--- src/rtl/formation_if.sv ---
// Handshake bundle between game control, renderers and the formation controller.
// The master side drives tick/start/kill and observes the formation state.
interface formation_if #(
    parameter int N = 24
) ();
    logic         frame_tick;
    logic         start;
    logic         kill_valid;
    logic [1:0]   kill_row;
    logic [2:0]   kill_col;
    logic [9:0]   base_x;
    logic [9:0]   base_y;
    logic [N-1:0] alive;
    logic         dir;
    logic         step_pulse;
    logic         wave_clear;
    logic         landed;

    modport master (
        output frame_tick, start, kill_valid, kill_row, kill_col,
        input  base_x, base_y, alive, dir, step_pulse, wave_clear, landed
    );

    modport slave (
        input  frame_tick, start, kill_valid, kill_row, kill_col,
        output base_x, base_y, alive, dir, step_pulse, wave_clear, landed
    );
endinterface

--- src/rtl/formation_controller.sv ---
// Enemy formation sequencer: marches the block, reverses and descends at the
// playfield edges, speeds up as enemies die, flags wave clear and landing.
module formation_controller #(
    parameter int COLS       = 8,
    parameter int ROWS       = 3,
    parameter int X_START    = 40,
    parameter int Y_START    = 40,
    parameter int COL_PITCH  = 64,
    parameter int ROW_PITCH  = 50,
    parameter int ENEMY_W    = 32,
    parameter int ENEMY_H    = 24,
    parameter int STEP_X     = 8,
    parameter int STEP_Y     = 16,
    parameter int X_MIN      = 32,
    parameter int X_MAX      = 608,
    parameter int INVADE_Y   = 440,
    parameter int PERIOD_MIN = 2
) (
    input logic        clk,
    input logic        reset,
    formation_if.slave bus
);
    localparam int NE = ROWS * COLS;

    typedef enum logic [1:0] {IDLE, MARCH, CLEAR, LANDED} state_t;

    state_t          state_q, state_d;
    logic [9:0]      base_x_q, base_x_d;
    logic [9:0]      base_y_q, base_y_d;
    logic            dir_q, dir_d;
    logic            step_q, step_d;
    logic [NE-1:0]   alive_q, alive_d;
    logic [7:0]      cnt_q, cnt_d;

    logic [NE-1:0]   kill_mask;
    logic [COLS-1:0] col_any;
    logic [7:0]      period;
    logic [2:0]      lc, rc;
    logic [1:0]      lr;
    logic [10:0]     r_ext, l_ext, y_desc, low_ext;
    logic            march, reload, tick_hit, edge_hit, land_hit;

    always_comb begin : occupancy
        col_any = '0;
        lc      = '0;
        rc      = '0;
        lr      = '0;
        period  = 8'(PERIOD_MIN);
        for (int r = 0; r < ROWS; r++) begin
            for (int c = 0; c < COLS; c++) begin
                if (alive_q[r*COLS+c]) begin
                    col_any[c] = 1'b1;
                    lr         = 2'(r);
                end
                period = period + 8'(alive_q[r*COLS+c]);
            end
        end
        for (int c = COLS - 1; c >= 0; c--) begin
            if (col_any[c]) lc = 3'(c);
        end
        for (int c = 0; c < COLS; c++) begin
            if (col_any[c]) rc = 3'(c);
        end
    end

    always_comb begin : kill_decode
        kill_mask = '0;
        for (int r = 0; r < ROWS; r++) begin
            for (int c = 0; c < COLS; c++) begin
                if (bus.kill_valid && bus.kill_row == 2'(r)
                    && bus.kill_col == 3'(c))
                    kill_mask[r*COLS+c] = 1'b1;
            end
        end
    end

    // A kill can shrink P below a pending count, so the step is due at >=.
    always_comb begin : decide
        march    = (state_q == MARCH);
        reload   = bus.start && !march;
        tick_hit = march && bus.frame_tick && (alive_q != '0)
                   && (cnt_q >= period - 8'd1);
        r_ext    = {1'b0, base_x_q} + 11'(rc) * 11'(COL_PITCH)
                   + 11'(ENEMY_W);
        l_ext    = {1'b0, base_x_q} + 11'(lc) * 11'(COL_PITCH);
        edge_hit = dir_q ? (r_ext + 11'(STEP_X) > 11'(X_MAX))
                         : (l_ext < 11'(X_MIN + STEP_X));
        y_desc   = {1'b0, base_y_q} + 11'(STEP_Y);
        low_ext  = y_desc + 11'(lr) * 11'(ROW_PITCH) + 11'(ENEMY_H);
        land_hit = tick_hit && edge_hit && (low_ext >= 11'(INVADE_Y));
    end

    always_ff @(posedge clk) begin : fsm_reg
        if (!reset) state_q <= IDLE;
        else        state_q <= state_d;
    end

    always_comb begin : fsm_next
        state_d = state_q;
        unique case (state_q)
            IDLE:   if (bus.start) state_d = MARCH;
            MARCH: begin
                if (land_hit)              state_d = LANDED;
                else if (alive_q == '0)    state_d = CLEAR;
            end
            CLEAR:  if (bus.start) state_d = MARCH;
            LANDED: if (bus.start) state_d = MARCH;
            default: state_d = IDLE;
        endcase
    end

    always_comb begin : fsm_out
        bus.wave_clear = (state_q == CLEAR);
        bus.landed     = (state_q == LANDED);
    end

    always_comb begin : datapath
        base_x_d = base_x_q;
        base_y_d = base_y_q;
        dir_d    = dir_q;
        alive_d  = alive_q;
        cnt_d    = cnt_q;
        step_d   = 1'b0;
        if (reload) begin
            base_x_d = 10'(X_START);
            base_y_d = 10'(Y_START);
            dir_d    = 1'b1;
            alive_d  = '1;
            cnt_d    = '0;
        end else if (march) begin
            if (bus.frame_tick) cnt_d = tick_hit ? 8'd0 : cnt_q + 8'd1;
            if (tick_hit) begin
                step_d = 1'b1;
                if (edge_hit) begin
                    base_y_d = y_desc[9:0];
                    dir_d    = ~dir_q;
                end else if (dir_q) begin
                    base_x_d = base_x_q + 10'(STEP_X);
                end else begin
                    base_x_d = base_x_q - 10'(STEP_X);
                end
            end
            alive_d = alive_q & ~kill_mask;
        end
    end

    always_ff @(posedge clk) begin : data_reg
        if (!reset) begin
            base_x_q <= 10'(X_START);
            base_y_q <= 10'(Y_START);
            dir_q    <= 1'b1;
            alive_q  <= '1;
            cnt_q    <= '0;
            step_q   <= 1'b0;
        end else begin
            base_x_q <= base_x_d;
            base_y_q <= base_y_d;
            dir_q    <= dir_d;
            alive_q  <= alive_d;
            cnt_q    <= cnt_d;
            step_q   <= step_d;
        end
    end

    assign bus.base_x     = base_x_q;
    assign bus.base_y     = base_y_q;
    assign bus.dir        = dir_q;
    assign bus.alive      = alive_q;
    assign bus.step_pulse = step_q;
endmodule

--- src/flat_wrapper.sv ---
// flat-port wrapper written by rule: the top's interface ports become plain ports
module formation_controller_flat 
#(
    parameter int COLS       = 8,
    parameter int ROWS       = 3,
    parameter int X_START    = 40,
    parameter int Y_START    = 40,
    parameter int COL_PITCH  = 64,
    parameter int ROW_PITCH  = 50,
    parameter int ENEMY_W    = 32,
    parameter int ENEMY_H    = 24,
    parameter int STEP_X     = 8,
    parameter int STEP_Y     = 16,
    parameter int X_MIN      = 32,
    parameter int X_MAX      = 608,
    parameter int INVADE_Y   = 440,
    parameter int PERIOD_MIN = 2
)
  (clk, reset, bus_frame_tick, bus_start, bus_kill_valid, bus_kill_row, bus_kill_col, bus_base_x, bus_base_y, bus_alive, bus_dir, bus_step_pulse, bus_wave_clear, bus_landed);
  formation_if #(.N(24)) bus_i ();
  input logic clk;
  input logic reset;
  input wire logic [$bits(bus_i.frame_tick)-1:0] bus_frame_tick;
  input wire logic [$bits(bus_i.start)-1:0] bus_start;
  input wire logic [$bits(bus_i.kill_valid)-1:0] bus_kill_valid;
  input wire logic [$bits(bus_i.kill_row)-1:0] bus_kill_row;
  input wire logic [$bits(bus_i.kill_col)-1:0] bus_kill_col;
  output wire logic [$bits(bus_i.base_x)-1:0] bus_base_x;
  output wire logic [$bits(bus_i.base_y)-1:0] bus_base_y;
  output wire logic [$bits(bus_i.alive)-1:0] bus_alive;
  output wire logic [$bits(bus_i.dir)-1:0] bus_dir;
  output wire logic [$bits(bus_i.step_pulse)-1:0] bus_step_pulse;
  output wire logic [$bits(bus_i.wave_clear)-1:0] bus_wave_clear;
  output wire logic [$bits(bus_i.landed)-1:0] bus_landed;
  assign bus_i.frame_tick = bus_frame_tick;
  assign bus_i.start = bus_start;
  assign bus_i.kill_valid = bus_kill_valid;
  assign bus_i.kill_row = bus_kill_row;
  assign bus_i.kill_col = bus_kill_col;
  assign bus_base_x = bus_i.base_x;
  assign bus_base_y = bus_i.base_y;
  assign bus_alive = bus_i.alive;
  assign bus_dir = bus_i.dir;
  assign bus_step_pulse = bus_i.step_pulse;
  assign bus_wave_clear = bus_i.wave_clear;
  assign bus_landed = bus_i.landed;
  formation_controller #(.COLS(COLS), .ROWS(ROWS), .X_START(X_START), .Y_START(Y_START), .COL_PITCH(COL_PITCH), .ROW_PITCH(ROW_PITCH), .ENEMY_W(ENEMY_W), .ENEMY_H(ENEMY_H), .STEP_X(STEP_X), .STEP_Y(STEP_Y), .X_MIN(X_MIN), .X_MAX(X_MAX), .INVADE_Y(INVADE_Y), .PERIOD_MIN(PERIOD_MIN)) u_core (.clk(clk), .reset(reset), .bus(bus_i));
endmodule
--- config.mk ---
export PLATFORM = sky130hd
export DESIGN_NAME = formation_controller_flat
export DESIGN_NICKNAME = d
export VERILOG_FILES = /design/src/rtl/formation_if.sv /design/src/rtl/formation_controller.sv /design/src/flat_wrapper.sv
export SDC_FILE = /design/constraint.sdc
export NUM_CORES = 1
export LEC_CHECK = 0
export CORE_UTILIZATION = 50
export DETAILED_ROUTE_END_ITERATION = 12
export PLACE_DENSITY = 0.89
export SETUP_SLACK_MARGIN = 0.4
export SYNTH_ARGS = -nofsm -noshare
export SYNTH_HDL_FRONTEND = slang
export SYNTH_SLANG_ARGS = --single-unit
--- constraint.sdc ---
create_clock -name clk -period 5.15 [get_ports clk]
set_clock_uncertainty 0.2 [all_clocks]
set_input_delay 1.2875 -clock clk [delete_from_list [all_inputs] [get_ports clk]]
set_output_delay 1.2875 -clock clk [all_outputs]
set_load 0.05 [all_outputs]
# Yosys cells after proc, flatten, opt, wreduce, memory -nomap -nowiden
# Index checks and enable logic that the tools add are counted.
# classes
n_mux	87
bitwise_logic	6
addsub	35
mul	1
n_lt_le_gt_ge	4
n_reduce_logical	46
n_eq_ne	14
# ops
op	n
adder 8 x 1 -> 8 bit	23
two-way mux 1 bit	59
two-way mux 3 bit	12
logical AND 1 bit	33
two-way mux 2 bit	13
AND 24 bit	1
zero test 24 bit	1
NOT 24 bit	1
nonzero test 24 bit	1
adder 10 x 9 -> 11 bit	2
equality test 3 bit (second input constant)	4
adder 10 x 5 -> 11 bit (second input constant)	1
adder 11 x 4 -> 11 bit (second input constant)	1
adder 11 x 5 -> 11 bit (second input constant)	1
adder 11 x 6 -> 11 bit (second input constant)	1
adder 11 x 8 -> 11 bit	1
greater-or-equal comparator 11 x 9 -> 1 bit (second input constant)	1
greater-than comparator 11 x 10 -> 1 bit (second input constant)	1
< comparator 11 x 6 -> 1 bit (second input constant)	1
adder 10 x 4 -> 10 bit (second input constant)	1
two-way mux 10 bit	1
subtractor 10 x 4 -> 10 bit (second input constant)	1
adder 8 x 1 -> 8 bit (second input constant)	1
greater-or-equal comparator 8 bit	1
19 further kinds	30
# totals
output_inout_bits	48
ff_bits	56
in_bits	10

# Depth between registers and ports, before layout
# Gate-level depths: netlist of run 1.
# depth
depth_word	31
ltp_mapped	22

# Worst setup path after synthesis of run 1
# OpenSTA, ideal clock, no wires.
# synth_path
path_kind	reg-to-reg
from	register u_core.alive_q[4] (netlist: u_core.bus.alive[4])
to	register u_core.base_y_q[4] (netlist: u_core.bus.base_y[4])
n_path_buf	1
arrival_ps	5746
setup_ps	70
required_time_ps	4880
setup_slack_ps	-866
path_stages_with_launch	18
cell_sequence	dfxtp_1 > inv_1 > fa_1 > fa_1 > fa_1 > fa_1 > fa_1 > fa_1 > fa_1 > xor2_1 > ha_1 > o21ai_0 > o21ai_0 > a21oi_1 > or3_1 > buf_2 > or4_1 > a21oi_1
# synth_via
elab_chain_len	24
elab_cells_between_ends	45
# synth_lines
element	line_no	text
start: declaration	formation_controller.sv:32	logic [NE-1:0] alive_q, alive_d;
start signal: assignment	formation_controller.sv:159	alive_q <= alive_d;
adder 8 x 1 -> 8 bit (20 in series)	formation_controller.sv:55	period = period + 8'(alive_q[r*COLS+c]);
subtractor 8 x 1 -> 8 bit	formation_controller.sv:82	&& (cnt_q >= period - 8'd1);
greater-or-equal comparator 8 bit	formation_controller.sv:82	
logical AND 1 bit	formation_controller.sv:82	
AND reduction 3 bit (no source line) *	n/a	
end signal: assignment	formation_controller.sv:150	base_y_q <= 10'(Y_START);
end signal: assignment	formation_controller.sv:157	base_y_q <= base_y_d;
end: declaration	formation_controller.sv:29	logic [9:0] base_y_q, base_y_d;
# Mark *: on every way between the ends. The rest lies on a longest branch, timed or not.
# A chain may end at the register's enable or synchronous reset.

# Final worst setup path of run 1
# layout_path
from	register u_core.alive_q[16] (netlist: u_core.bus.alive[16])
to	register u_core.base_y_q[7] (netlist: u_core.bus.base_y[7])
# layout_via
elab_chain_len	12
elab_cells_between_ends	19
# layout_lines
element	line_no
adder 8 x 1 -> 8 bit (8 in series)	formation_controller.sv:55
subtractor 8 x 1 -> 8 bit	formation_controller.sv:82
greater-or-equal comparator 8 bit	formation_controller.sv:82
logical AND 1 bit	formation_controller.sv:82
AND reduction 3 bit (no source line) *	n/a
# Marks and branches as above.

==> results of run 1 <==
==> report_power, final <==
group | leakage, nW | internal, mW | switching [mW] | total, mW
logic | 1.60 | 0.0189 | 0.0421 | 0.0611
registers | 0.393 | 0.377 | 0.00149 | 0.378
clock network | 0.0651 | 0.157 | 0.144 | 0.301
total | 2.06 | 0.552 | 0.188 | 0.740
==> synth_stat cells (5+ instances only) <==
cell       n  area [um2]
inv_1     55         206
a21o_1     5        37.5
or4_1      6        45.0
fa_1      20         400
ha_1      33         413
nand4_1   12        75.1
nand2b_1   8        50.1
nor4_1    12        75.1
o21ai_0   38         190
buf_4      8        60.1
nand3_1   11        55.1
nor2b_1    6        37.5
dfxtp_1   49         981
nor2_1    14        52.6
nand2_1   51         191
nor3_1     6        30.0
and2_1     6        37.5
xnor2_1    8        70.1
a21oi_1   21         105
xor2_1    11        96.3
or3_1      7        43.8
a31oi_1    5        31.3
clkbuf_1   9        33.8
==> stage by stage <==
step / worst slack, ns / cell area [um2] / std cells
floorplan: -0.425 / 3920 / 471
global placement: -0.830 / 4550 / 618
detailed placement: -0.951 / 4550 / 618
CTS: -0.540 / 4730 / 627
global route: -0.778 / 4810 / 629
finish: -0.584 / 4810 / 629
==> sequential cells by signal, summed over array words and instances, names as in the netlist <==
| signal | count |
|---|---|
| u_core.bus.step_pulse | 1 |
| u_core.bus.alive | 24 |
| u_core.bus.base_y | 6 |
| u_core.bus.dir | 1 |
| u_core.cnt_q | 8 |
| u_core.state_q | 2 |
| u_core.bus.base_x | 7 |
==> cells by family (layout without fill, tap and decap cells) <==
family                   count (synthesis)  in the layout
AO/OA/AOI/OAI                          101            101
flip-flops                              49             49
adder cells (fa/ha/maj)                 53             53
other                                    2              8
XOR/XNOR                                19             19
AND/OR/NAND/NOR                        159            159
buffers and inverters                   78            137
multiplexers                             4              4
==> worst max-delay path: cells and delay by family (launching register included) <==
kind,cells,cell delay [ns]
AO/OA/AOI/OAI,5,0.77
XOR/XNOR,1,0.15
adder cells (fa/ha/maj),8,3.51
buffers and inverters,4,0.29
flip-flops,1,0.36
AND/OR/NAND/NOR,1,0.39
==> layout make-up <==
| class | count | share of cell area (%) |
|---|---|---|
| Multi-Input combinational cell | 344 | 54.8 |
| Sequential cell | 49 | 21.1 |
| Timing Repair Buffer | 73 | 14.5 |
| Inverter | 56 | 4.37 |
| Tap cell | 99 | 2.58 |
| Clock buffer | 7 | 2.47 |
| Clock inverter | 1 | 0.182 |
==> path summary, 6_finish.rpt <==
kind / startpoint / to / slack (ns) / cells after the start
max: u_core.bus.alive[16]$_SDFFE_PP1P_ / u_core.bus.base_y[7]$_SDFFE_PP0P_ / -0.58 / 19
min: u_core.bus.alive[7]$_SDFFE_PP1P_ / u_core.bus.alive[7]$_SDFFE_PP1P_ / 0.31 / 2
max reg2reg: u_core.bus.alive[16]$_SDFFE_PP1P_ / u_core.bus.base_y[7]$_SDFFE_PP0P_ / -0.58 / 19
min reg2reg: u_core.bus.alive[7]$_SDFFE_PP1P_ / u_core.bus.alive[7]$_SDFFE_PP1P_ / 0.31 / 2
==> metal layers <==
layer / global-route usage (%) / vias up / wire length [um]
met5: 0 / - / 0
met4: 9.43 / 0 / 346
met3: 2.62 / 42 / 789
met2: 45.8 / 203 / 5170
met1: 32.8 / 1792 / 4390
li1: - / 1735 / -
==> what timing repair did <==
action / CTS / global route
setup buffers: 1 / 1
gates resized for setup: 11 / 10
pin swaps: 4 / 0
setup endpoints to repair: 24 / 24
cloned: 0 / 1
==> results.toml, run 1 <==
[outcome]
status = "finished, violations left"
violations = "setup timing"

[critical_path]
worst_setup_path_start_kind = "flop"
critPathMaxStageDelay_ns = 0.52
critPathArrivalTime_ns = 5.79
path_class = "flop to flop"
crit_fanout = 6
crit_required_ns = 5.21
cpMostUsedCell = "fa_1"
crit_slowest_cell = "fa_1"
crit_chain = "fa_1 > inv_1 > fa_1 > inv_2 > fa_1 > inv_2 > fa_1 > fa_1 > fa_2 > fa_2 > xor2_1 > ha_1 > o21ai_1 > o21ai_1 > a21oi_2 > or3_4 > buf_8 > a2111o_1 > a21oi_1"
endpoint_kind = "flop"

[sta]
period_share_pct = 111
hold_viol = 0
setup_viol = 24
relSlewSlack_pct = 21.8
timing.hold.ws_ns = 0.311
setup_tns_ns = -10.81
fin_ws_ns = -0.584
tightest_slew_ns = 1.17
rsz0062_at_grt = "true"
fmax_mhz = 174
fin_crit_ns = 5.73
report.final.slew_viol_count = 0

[floorplan]
start_util_pct = 52.5
die_y_um = 89.7
die_area_um2 = 8050
dieWidth_um = 89.7
rows = 31
core_area_um2 = 7330
ioPinCount = 58

[power]
vdd_drop_max_v = 0.000121
power_density_nw_per_um2 = 154
leakage_nw = 2.06
p_total_uw = 740

[clock_network]
cts_htree_levels = 2
clock_sinks = 49
insertion_delay_ns = 0.32
clk_pin_slew_ns = 0.11
cts_made_buffers = 5
cts_hold_buf = 0
clock-root-buffer = "clkbuf_8"
cts_buffer_depth = 2
cts_tree = "done"

[routing]
wire_per_inst_um = 17.0
dr.pass1.iters = 5
vias = 3772
drt_iter0_drc = 272
antenna_left = 0
viasPerCell = 6.00
wl_um = 10700
route.detailed.drc = 0

[finish]
seqCellArea_um2 = 1010
fin_nets = 592
layout_common_cells = "inv_1 (53), nand2_1 (51), clkdlybuf4s50_1 (50)"
areaGrowthSynthToFinish_pct = 25.0
multi_input_area_um2 = 2640
final_util_pct = 65.6
final_common_cell = "inv_1"
drive_gt1_share_pct = 13.2
n_antenna_cell = 0
n_fill_cell = 556

[place]
io_buffers = 50
gp_congestion = 0.907
place_hpwl_um = 7880

[yosys]
yosysUniqueCellTypes = 63
synth_fa_ha_area_share_pct = 21.1
synth_warnings = 0
ys_ff_latch = 49
synth_mux_area_share_pct = 1.04
synth_top_family_by_area = "simple AND/OR/NAND/NOR gates"
seq_area_frac_synth_pct = 25.5
syn_area_um2 = 3850
synth-xor-area-share_pct = 4.33
syn_area_per_cell_um2 = 8.27
ys.flop_type = "dfxtp_1"
synth-edff-count = 0
synth_compound_area_share_pct = 16.6
synth-simple-area-share_pct = 22.3
synth_cells = 465
async_flop_share_pct = 0

[global_route]
grt_pass1_wl_um = 17100
grt_antenna_before_repair = 0
track_usage_pct = 26.0
overflow = 0
grt_pass1_vias = 3708
grt_max_degree = 37

[hold_path]
min_path_type = "flop to flop"

[job]
drv_cap = 0
Power figures use the tool's default switching activity.
==> run 2, diff against run 1 <==
- MAX_ROUTING_LAYER: unset -> met4
==> results.toml, run 2 (synthesized netlist as in run 1, its figures left out) <==
[outcome]
status = "finished, violations left"
violations = "setup timing"

[routing]
viasPerCell = 5.99
route.detailed.drc = 0
drt_iter0_drc = 265
vias = 3790
dr.pass1.iters = 5
antenna_left = 0
wl_um = 10800
wire_per_inst_um = 17.0

[critical_path]
critPathArrivalTime_ns = 5.85
crit_fanout = 12
crit_required_ns = 5.16
path_class = "flop to flop"
endpoint_kind = "flop"
worst_setup_path_start_kind = "flop"

[clock_network]
cts_hold_buf = 0
cts_htree_levels = 2
cts_made_buffers = 5
clock_sinks = 49
cts_tree = "done"
clock-root-buffer = "clkbuf_8"
insertion_delay_ns = 0.32
cts_buffer_depth = 2
clk_pin_slew_ns = 0.11

[sta]
setup_viol = 24
fmax_mhz = 171
setup_tns_ns = -11.93
rsz0062_at_grt = "true"
report.final.slew_viol_count = 0
relSlewSlack_pct = 35.7
tightest_slew_ns = 0.956
fin_crit_ns = 5.83
period_share_pct = 113
fin_ws_ns = -0.684
hold_viol = 0

[hold_path]
min_path_type = "flop to flop"

[finish]
n_fill_cell = 570
layout_common_cells = "inv_1 (52), nand2_1 (51), clkdlybuf4s50_1 (50)"
final_common_cell = "inv_1"
largest_reg_flops = 24
fin_nets = 596
drive_gt1_share_pct = 15.2
areaGrowthSynthToFinish_pct = 26.1
n_antenna_cell = 0

[floorplan]
ioPinCount = 58
die_area_um2 = 8050
dieWidth_um = 89.7
start_util_pct = 52.5
core_area_um2 = 7330
rows = 31
die_y_um = 89.7

[place]
gp_congestion = 0.909
io_buffers = 50
place_hpwl_um = 7980

[global_route]
overflow = 0
grt_pass1_wl_um = 17400
grt_pass1_vias = 3708
grt_max_degree = 37
grt_antenna_before_repair = 0
track_usage_pct = 27.4

[power]
vdd_drop_max_v = 0.000108
power_density_nw_per_um2 = 142
leakage_nw = 2.04
p_total_uw = 687

[job]
drv_cap = 0
==> run 2: cell count changes in the layout (fill, tap and decap cells not counted), sizes merged <==
| cell | change |
|---|---|
| buf | +4 |
| clkbuf | -3 |
| clkinv | +1 |
| clkinvlp | +1 |
| nor3 | +1 |
==> run 2: final cells by class <==
class	count	area [um2]	area share (%)
Clock inverter	3	25.0	0.516
Tap cell	99	124	2.55
Sequential cell	49	1010	20.9
Clock buffer	5	68.8	1.42
Inverter	56	210	4.33
Multi-Input combinational cell	345	2700	55.6
Timing Repair Buffer	76	716	14.8
==> run 2: critical path, stage by stage (launching register included) <==
cell and delay (ns):
dfxtp_4 0.36, fa_1 0.53, inv_1 0.05, fa_1 0.51, inv_2 0.05, fa_1 0.49
inv_2 0.04, fa_1 0.53, fa_1 0.44, fa_2 0.38, fa_2 0.40, xor2_1 0.16
ha_1 0.31, o21ai_2 0.06, o21ai_2 0.16, a21oi_4 0.07, or3_4 0.37, buf_12 0.16
o41ai_1 0.32, a21oi_1 0.12
==> run 2: what timing repair did <==
action / 4_1_cts / 5_1_grt
buffers inserted: 2 / 3
gates cloned: 0 / 1
resized for setup: 17 / 21
pin swaps: 7 / 12
setup endpoints to repair: 24 / 24
==> run 2: where the power goes <==
part / leakage (nW) / switching, mW / internal [mW]
clock: 0.0447 / 0.146 / 0.0984
sequential: 0.393 / 0.00153 / 0.377
combinational: 1.61 / 0.0447 / 0.0198
==> run 2: worst paths after layout <==
kind	startpoint	endpoint	slack (ns)	cells past startpoint
worst max-delay path	u_core.bus.alive[16]$_SDFFE_PP1P_	u_core.bus.base_y[7]$_SDFFE_PP0P_	-0.68	19
worst min-delay path	u_core.bus.alive[15]$_SDFFE_PP1P_	u_core.bus.alive[15]$_SDFFE_PP1P_	0.31	2
worst max register to register	u_core.bus.alive[16]$_SDFFE_PP1P_	u_core.bus.base_y[7]$_SDFFE_PP0P_	-0.68	19
worst min register to register	u_core.bus.alive[15]$_SDFFE_PP1P_	u_core.bus.alive[15]$_SDFFE_PP1P_	0.31	2
==> run 2: per-stage QoR <==
step                util, %  hold slack (ns)  cells  cell area (um2)  setup WS (ns)
detailed placement     62.2            0.297    619             4560         -0.913
floorplan                 -            0.266    471             3920         -0.425
finish                 66.2            0.314    633             4850         -0.684
CTS                    64.5            0.311    629             4730         -0.592
global route           66.2            0.351    633             4850         -0.856
global placement       62.2            0.283    619             4560         -0.815
==> run 2: metal layers <==
metal | part of all wire, % | track usage [%]
met5 | 0 | -
met4 | 3.9 | 12.2
met3 | 7.4 | 4.06
met2 | 48 | 46.2
met1 | 41 | 32.4
